<file path="src/rtl/usb_pkg.sv">
// Shared types and constants for the USB receive packet controller.
// Holds the FSM state encoding, PID nibbles, PID classes and report error codes.
package usb_pkg;

    typedef enum logic [2:0] {
        ST_IDLE,
        ST_SYNC,
        ST_PID,
        ST_TOKEN,
        ST_DATA,
        ST_HSHK,
        ST_DONE
    } state_e;

    typedef enum logic [2:0] {
        ERR_NONE = 3'd0,
        ERR_SYNC = 3'd1,
        ERR_PID  = 3'd2,
        ERR_LEN  = 3'd3,
        ERR_RCV  = 3'd4,
        ERR_OVF  = 3'd5
    } err_e;

    typedef enum logic [1:0] {
        CLS_NONE,
        CLS_TOKEN,
        CLS_DATA,
        CLS_HSHK
    } pid_class_e;

    localparam logic [7:0] SYNC_BYTE   = 8'h80;
    localparam logic [6:0] MAX_PAYLOAD = 7'd64;

    localparam logic [3:0] PID_OUT   = 4'h1;
    localparam logic [3:0] PID_SOF   = 4'h5;
    localparam logic [3:0] PID_IN    = 4'h9;
    localparam logic [3:0] PID_SETUP = 4'hD;
    localparam logic [3:0] PID_DATA0 = 4'h3;
    localparam logic [3:0] PID_DATA1 = 4'hB;
    localparam logic [3:0] PID_ACK   = 4'h2;
    localparam logic [3:0] PID_NAK   = 4'hA;
    localparam logic [3:0] PID_STALL = 4'hE;

endpackage

</file>
<file path="src/rtl/usb_pid_decode.sv">
// Combinational PID byte decoder: checks the complement nibble and
// classifies the PID into token, data or handshake.
module usb_pid_decode
    import usb_pkg::*;
(
    input  logic [7:0] pid_byte,
    output logic       pid_valid,
    output pid_class_e pid_class
);

    always_comb begin
        pid_valid = (pid_byte[7:4] == ~pid_byte[3:0]);
        case (pid_byte[3:0])
            PID_OUT, PID_SOF, PID_IN, PID_SETUP: pid_class = CLS_TOKEN;
            PID_DATA0, PID_DATA1:                pid_class = CLS_DATA;
            PID_ACK, PID_NAK, PID_STALL:         pid_class = CLS_HSHK;
            default:                             pid_class = CLS_NONE;
        endcase
    end

endmodule

</file>
<file path="src/rtl/usb_rx_packet_ctrl.sv">
// USB receive packet controller: parses sync/PID, strips the CRC bytes of
// data packets through a 2-byte delay line and reports each packet once.
module usb_rx_packet_ctrl
    import usb_pkg::*;
(
    input  logic       clk,
    input  logic       rst,
    input  logic [7:0] rx_data,
    input  logic       write_enable,
    input  logic       rcv_error,
    input  logic       eop,
    output logic       packet_type,
    output logic [7:0] fifo_wdata,
    output logic       fifo_wen,
    input  logic       fifo_full,
    output logic [3:0] pkt_pid,
    output logic [6:0] pkt_len,
    output logic       pkt_valid,
    output logic [2:0] pkt_err,
    input  logic       pkt_ack,
    output logic       busy
);

    state_e     state_reg, state_next;
    logic [1:0] cnt_reg, cnt_next;
    logic [7:0] d_old_reg, d_old_next;
    logic [7:0] d_new_reg, d_new_next;
    logic [6:0] len_reg, len_next;
    logic [3:0] pid_reg, pid_next;
    logic       drain_reg, drain_next;

    logic       packet_type_reg, packet_type_next;
    logic [7:0] fifo_wdata_reg, fifo_wdata_next;
    logic       fifo_wen_reg, fifo_wen_next;
    logic [3:0] pkt_pid_reg, pkt_pid_next;
    logic [6:0] pkt_len_reg, pkt_len_next;
    logic       pkt_valid_reg, pkt_valid_next;
    err_e       pkt_err_reg, pkt_err_next;
    logic       busy_reg, busy_next;

    logic       fail;
    logic       done_ok;
    err_e       err_code;
    logic       pid_valid;
    pid_class_e pid_class;

    usb_pid_decode u_pid_decode (
        .pid_byte  (rx_data),
        .pid_valid (pid_valid),
        .pid_class (pid_class)
    );

    always_ff @(posedge clk or posedge rst) begin
        if (rst) begin
            state_reg       <= ST_IDLE;
            cnt_reg         <= '0;
            d_old_reg       <= '0;
            d_new_reg       <= '0;
            len_reg         <= '0;
            pid_reg         <= '0;
            drain_reg       <= 1'b0;
            packet_type_reg <= 1'b0;
            fifo_wdata_reg  <= '0;
            fifo_wen_reg    <= 1'b0;
            pkt_pid_reg     <= '0;
            pkt_len_reg     <= '0;
            pkt_valid_reg   <= 1'b0;
            pkt_err_reg     <= ERR_NONE;
            busy_reg        <= 1'b0;
        end else begin
            state_reg       <= state_next;
            cnt_reg         <= cnt_next;
            d_old_reg       <= d_old_next;
            d_new_reg       <= d_new_next;
            len_reg         <= len_next;
            pid_reg         <= pid_next;
            drain_reg       <= drain_next;
            packet_type_reg <= packet_type_next;
            fifo_wdata_reg  <= fifo_wdata_next;
            fifo_wen_reg    <= fifo_wen_next;
            pkt_pid_reg     <= pkt_pid_next;
            pkt_len_reg     <= pkt_len_next;
            pkt_valid_reg   <= pkt_valid_next;
            pkt_err_reg     <= pkt_err_next;
            busy_reg        <= busy_next;
        end
    end

    always_comb begin
        state_next      = state_reg;
        cnt_next        = cnt_reg;
        d_old_next      = d_old_reg;
        d_new_next      = d_new_reg;
        len_next        = len_reg;
        pid_next        = pid_reg;
        drain_next      = drain_reg & ~eop;
        fifo_wen_next   = 1'b0;
        fifo_wdata_next = fifo_wdata_reg;
        pkt_pid_next    = pkt_pid_reg;
        pkt_len_next    = pkt_len_reg;
        pkt_err_next    = pkt_err_reg;
        done_ok         = 1'b0;
        err_code        = ERR_NONE;
        // Receiver errors pre-empt everything else while a packet is open
        fail            = rcv_error && (state_reg != ST_IDLE) && (state_reg != ST_DONE);
        if (fail) err_code = ERR_RCV;

        if (state_reg == ST_DONE && pkt_ack) state_next = ST_IDLE;

        if (write_enable && !fail) begin
            case (state_reg)
                ST_IDLE: if (!drain_reg) begin
                    cnt_next   = '0;
                    len_next   = '0;
                    pid_next   = '0;
                    d_old_next = '0;
                    d_new_next = '0;
                    if (rx_data == SYNC_BYTE) state_next = ST_PID;
                    else begin fail = 1'b1; err_code = ERR_SYNC; end
                end
                ST_PID: begin
                    pid_next = rx_data[3:0];
                    if (!pid_valid) begin fail = 1'b1; err_code = ERR_PID; end
                    else begin
                        case (pid_class)
                            CLS_TOKEN: state_next = ST_TOKEN;
                            CLS_DATA:  state_next = ST_DATA;
                            CLS_HSHK:  state_next = ST_HSHK;
                            default:   begin fail = 1'b1; err_code = ERR_PID; end
                        endcase
                    end
                end
                ST_TOKEN: begin
                    if (cnt_reg == 2'd2) begin fail = 1'b1; err_code = ERR_LEN; end
                    else cnt_next = cnt_reg + 2'd1;
                end
                ST_HSHK: begin fail = 1'b1; err_code = ERR_LEN; end
                ST_DATA: begin
                    // Only once two bytes are held is the oldest one known not to be CRC
                    if (cnt_reg != 2'd2) cnt_next = cnt_reg + 2'd1;
                    else if (len_reg == MAX_PAYLOAD) begin fail = 1'b1; err_code = ERR_LEN; end
                    else if (fifo_full) begin fail = 1'b1; err_code = ERR_OVF; end
                    else begin
                        fifo_wen_next   = 1'b1;
                        fifo_wdata_next = d_old_reg;
                        len_next        = len_reg + 7'd1;
                    end
                    if (!fail) begin
                        d_old_next = d_new_reg;
                        d_new_next = rx_data;
                    end
                end
                default: ;
            endcase
        end

        // eop is judged against the state as updated by a same-cycle byte
        if (eop && !fail) begin
            case (state_next)
                ST_PID: begin fail = 1'b1; err_code = ERR_LEN; end
                ST_TOKEN, ST_DATA: begin
                    if (cnt_next == 2'd2) done_ok = 1'b1;
                    else begin fail = 1'b1; err_code = ERR_LEN; end
                end
                ST_HSHK: done_ok = 1'b1;
                default: ;
            endcase
        end

        if (fail) begin
            state_next = ST_DONE;
            drain_next = ~eop;
        end else if (done_ok) begin
            state_next = ST_DONE;
        end

        if (state_reg != ST_DONE && state_next == ST_DONE) begin
            pkt_pid_next = pid_next;
            pkt_len_next = len_next;
            pkt_err_next = err_code;
        end

        packet_type_next = (state_next == ST_DATA);
        pkt_valid_next   = (state_next == ST_DONE);
        busy_next        = (state_next != ST_IDLE);
    end

    assign packet_type = packet_type_reg;
    assign fifo_wdata  = fifo_wdata_reg;
    assign fifo_wen    = fifo_wen_reg;
    assign pkt_pid     = pkt_pid_reg;
    assign pkt_len     = pkt_len_reg;
    assign pkt_valid   = pkt_valid_reg;
    assign pkt_err     = pkt_err_reg;
    assign busy        = busy_reg;

endmodule

</file>
<file path="config.mk">
export PLATFORM = sky130hd
export DESIGN_NAME = usb_rx_packet_ctrl
export DESIGN_NICKNAME = d
export VERILOG_FILES = /design/src/rtl/usb_pkg.sv /design/src/rtl/usb_pid_decode.sv /design/src/rtl/usb_rx_packet_ctrl.sv
export SDC_FILE = /design/constraint.sdc
export NUM_CORES = 1
export LEC_CHECK = 0
export CAP_MARGIN = 30
export CELL_PAD_IN_SITES_DETAIL_PLACEMENT = 0
export CELL_PAD_IN_SITES_GLOBAL_PLACEMENT = 1
export CORE_UTILIZATION = 46
export CTS_CLUSTER_SIZE = 16
export DETAILED_ROUTE_END_ITERATION = 6
export PLACE_DENSITY = 0.9
export SYNTH_ARGS = -nofsm -noshare
export SYNTH_HDL_FRONTEND = slang
export SYNTH_HIERARCHICAL = 1
export SYNTH_SLANG_ARGS = --single-unit
</file>
<file path="constraint.sdc">
create_clock -name clk -period 4.6 [get_ports clk]
set_input_delay 0.46 -clock clk [delete_from_list [all_inputs] [get_ports clk]]
set_output_delay 0.46 -clock clk [all_outputs]
set_load 0.005 [all_outputs]
</file>
==> metrics.txt <==
Peak Freq=0.306 GHz; worst skew pair latency=0.34 ns; crit path max fanout=15; Hold Slack=0.465 ns; status=completed; die height=83.6 um; post-CTS sizing=0; WL final=6380 um; switching share of power=0.344; Synth top area share=0.482; final critical-path share of the clock period=0.709; Distinct cells, synth=57; WL per Instance=14.7 um; Slew Limit Fails=0; Hold Crit Class=reg -> reg; CP delay by family, top=simple AND/OR/NAND/NOR gates; post-route insts no fill=434; Diodes inserted=0; initial antenna violation count=0; Root Buffer=clkbuf_8; TritonCTS Buffers=9; Psw=684 uW; die area=6980 sq um; CP Data Required Time=4.81 ns; Worst path most repeated cell=nor4_2; syn nets=336; Synth Flop Type=dfrtp_1; Sink Count=59; Setup Crit Path Kind=in -> reg; GR Overflow Total=0; Vias/cell=5.57; Leakage=1.66 nW; minimum clock period=3.26 ns; Buffers on Ports=40; cell taking the most area after synthesis=dfrtp_1; crit-path cells=clkdlybuf4s50_1, xnor2_1, nor4_2, nand3_1, nor4_2, o32ai_4, xnor2_2, a21oi_4, mux2_1; Internal=1.30 mW; GPL Wtd Cong=0.852; Synth area leaders=dfrtp_1 48%, nand2_1 8.3%, o21ai_0 5.2%; most common cell in the netlist=nand2_1; number of hold buffers added after CTS=0; final setup vio count=0; Avg Cell Area, Syn=9.72 sq um; post-synthesis sequential area ratio=0.482; Initial Util=0.479; worst setup path start=rx_data[1]; final net count=373; die width=83.6 um; Post-Syn Area=3060 sq um; worst-margin pin slew=0.832 ns; CTS max path bufs=2; synthesis-stage register bit count=59; Max-Cap Viols=0; crit start category=primary input; setup TNS=0 ns; H-tree levels=3; Max-Slew Margin vs Limit=0.444; Crit. End Element=flip-flop; Worst VDD drop=0.000315 V; top cells by count, synth=68 x nand2_1, 59 x dfrtp_1, 32 x o21ai_0; via count of the first global-routing pass=2279; FFs w/ async S/R, synth=1.00; number of synthesized flops with an enable pin=0; Cells after Synth=315; Final Hold Fails=0; internal reg-to-reg setup slack=1.75 ns; residual DRC count=0; Setup crit end=pkt_len[3]$_DFFE_PP0P_; Power Density=535 nW/um^2; drt initial violations=131; Worst Path Arrival=3.48 ns; Routed Antenna Nets=0; share of cells above drive strength 1=0.0784; Yosys Warn Count=6; Seq pwr share=0.379; area grow syn2layout=21.5%; largest net degree at the start of global routing=60; TritonRoute pass-1 iters=5; Worst R2R Path Depth=8; CTS clk-pin slew, worst paths=0.06 ns; via count=2416; reg2reg start=len_reg[0]$_DFF_PP0_; CP max stage delay=0.60 ns; Setup Skew=0.00842 ns; HPWL after DPL=4460 um; RR Endpoint=pkt_len[3]$_DFFE_PP0P_; core area=6390 sq um; dpl cells=418; Crit-path slowest cell=clkdlybuf4s50_1; GRT Overall Usage=0.194; Post CTS Setup Buffer Count=0; CTS tree=built; first-pass GRT wire length=10700 um; worst path bufs/invs=1; Crit path depth=9; clock power share=0.261; Comb pwr share=0.361; RSZ-0062 raised after global routing=no; Ports=41; Rows=29
power groups by stage:
stage / clock network [mW] / registers, mW / logic [mW]
5_1_grt: 0.553 / 0.768 / 0.794
6_report: 0.519 / 0.753 / 0.717
4_1_cts: 0.529 / 0.753 / 0.723
3_3_place_gp: 0 / 0.759 / 0.704
2_1_floorplan: 0 / 0.711 / 0.556
3_5_place_dp: 0 / 0.762 / 0.712
worst min path at each step:
stage / from / endpoint / slack (ns) / cells after the start
after floorplan: d_old_reg[0]$_DFFE_PP0P_ / fifo_wdata[0]$_DFFE_PP0P_ / 0.44 / 2
after global placement: d_old_reg[7]$_DFFE_PP0P_ / fifo_wdata[7]$_DFFE_PP0P_ / 0.45 / 2
after CTS: d_old_reg[4]$_DFFE_PP0P_ / fifo_wdata[4]$_DFFE_PP0P_ / 0.47 / 2
after global routing: fifo_wdata[3]$_DFFE_PP0P_ / fifo_wdata[3]$_DFFE_PP0P_ / 0.50 / 2
after detailed placement: d_old_reg[7]$_DFFE_PP0P_ / fifo_wdata[7]$_DFFE_PP0P_ / 0.46 / 2
final: d_old_reg[7]$_DFFE_PP0P_ / fifo_wdata[7]$_DFFE_PP0P_ / 0.47 / 2
cell type report:
cell class	count	area [sq um]
clock buffer	12	145
clock inverter	4	73.8
multi-input combinational	227	1460
fill	563	2670
timing repair buffer	42	415
sequential	59	1480
inverter	13	48.8
tap	77	96.3
stage by stage:
stage / cell area, sq um / power (mW) / setup slack (ns) / utilization
after floorplan: 3060 / 1.27 / 2.00 / -
after global placement: 3500 / 1.46 / 1.12 / 0.548
after detailed placement: 3500 / 1.47 / 1.00 / 0.548
after CTS: 3720 / 2.01 / 1.33 / 0.582
after global routing: 3720 / 2.12 / 1.13 / 0.582
final: 3720 / 1.99 / 1.34 / 0.582
tightest hold or removal path, stage by stage, from the launching register on:
cell and delay, ns:
dfrtp_1 0.34, nand2_1 0.05, nand2_1 0.05
cells in the final DEF, fill, tap and decap left out, types with 5 or more instances in the layout:
| cell type | count |
|---|---|
| mux2_1 | 11 |
| clkbuf_8 | 10 |
| a22o_1 | 5 |
| clkdlybuf4s50_1 | 40 |
| nand2b_1 | 7 |
| nand2_1 | 68 |
| ha_1 | 6 |
| nand3_1 | 6 |
| nor2b_1 | 6 |
| dfrtp_1 | 59 |
| nor3_1 | 6 |
| inv_1 | 11 |
| nor2_1 | 9 |
| o21ai_0 | 32 |
metal layers:
metal,vias up,share of wire,GRT usage,routed length (um)
met5,-,0,0,0
met4,0,0.029,0.112,183
met3,15,0.039,0.0504,249
met2,58,0.46,0.300,2910
met1,1162,0.48,0.245,3040
li1,1181,-,-,-
kinds of logic after synthesis:
logic type                 share of synthesized area
adders and majority gates                     0.0245
and+or+nand+nor                                0.205
xor gates and xnor gates                      0.0196
DFF                                            0.482
AOI/OAI and AO/OA                              0.177
buffers and inverters                         0.0409
muxes                                         0.0507
No activity file was read; power rests on OpenSTA's default activity.
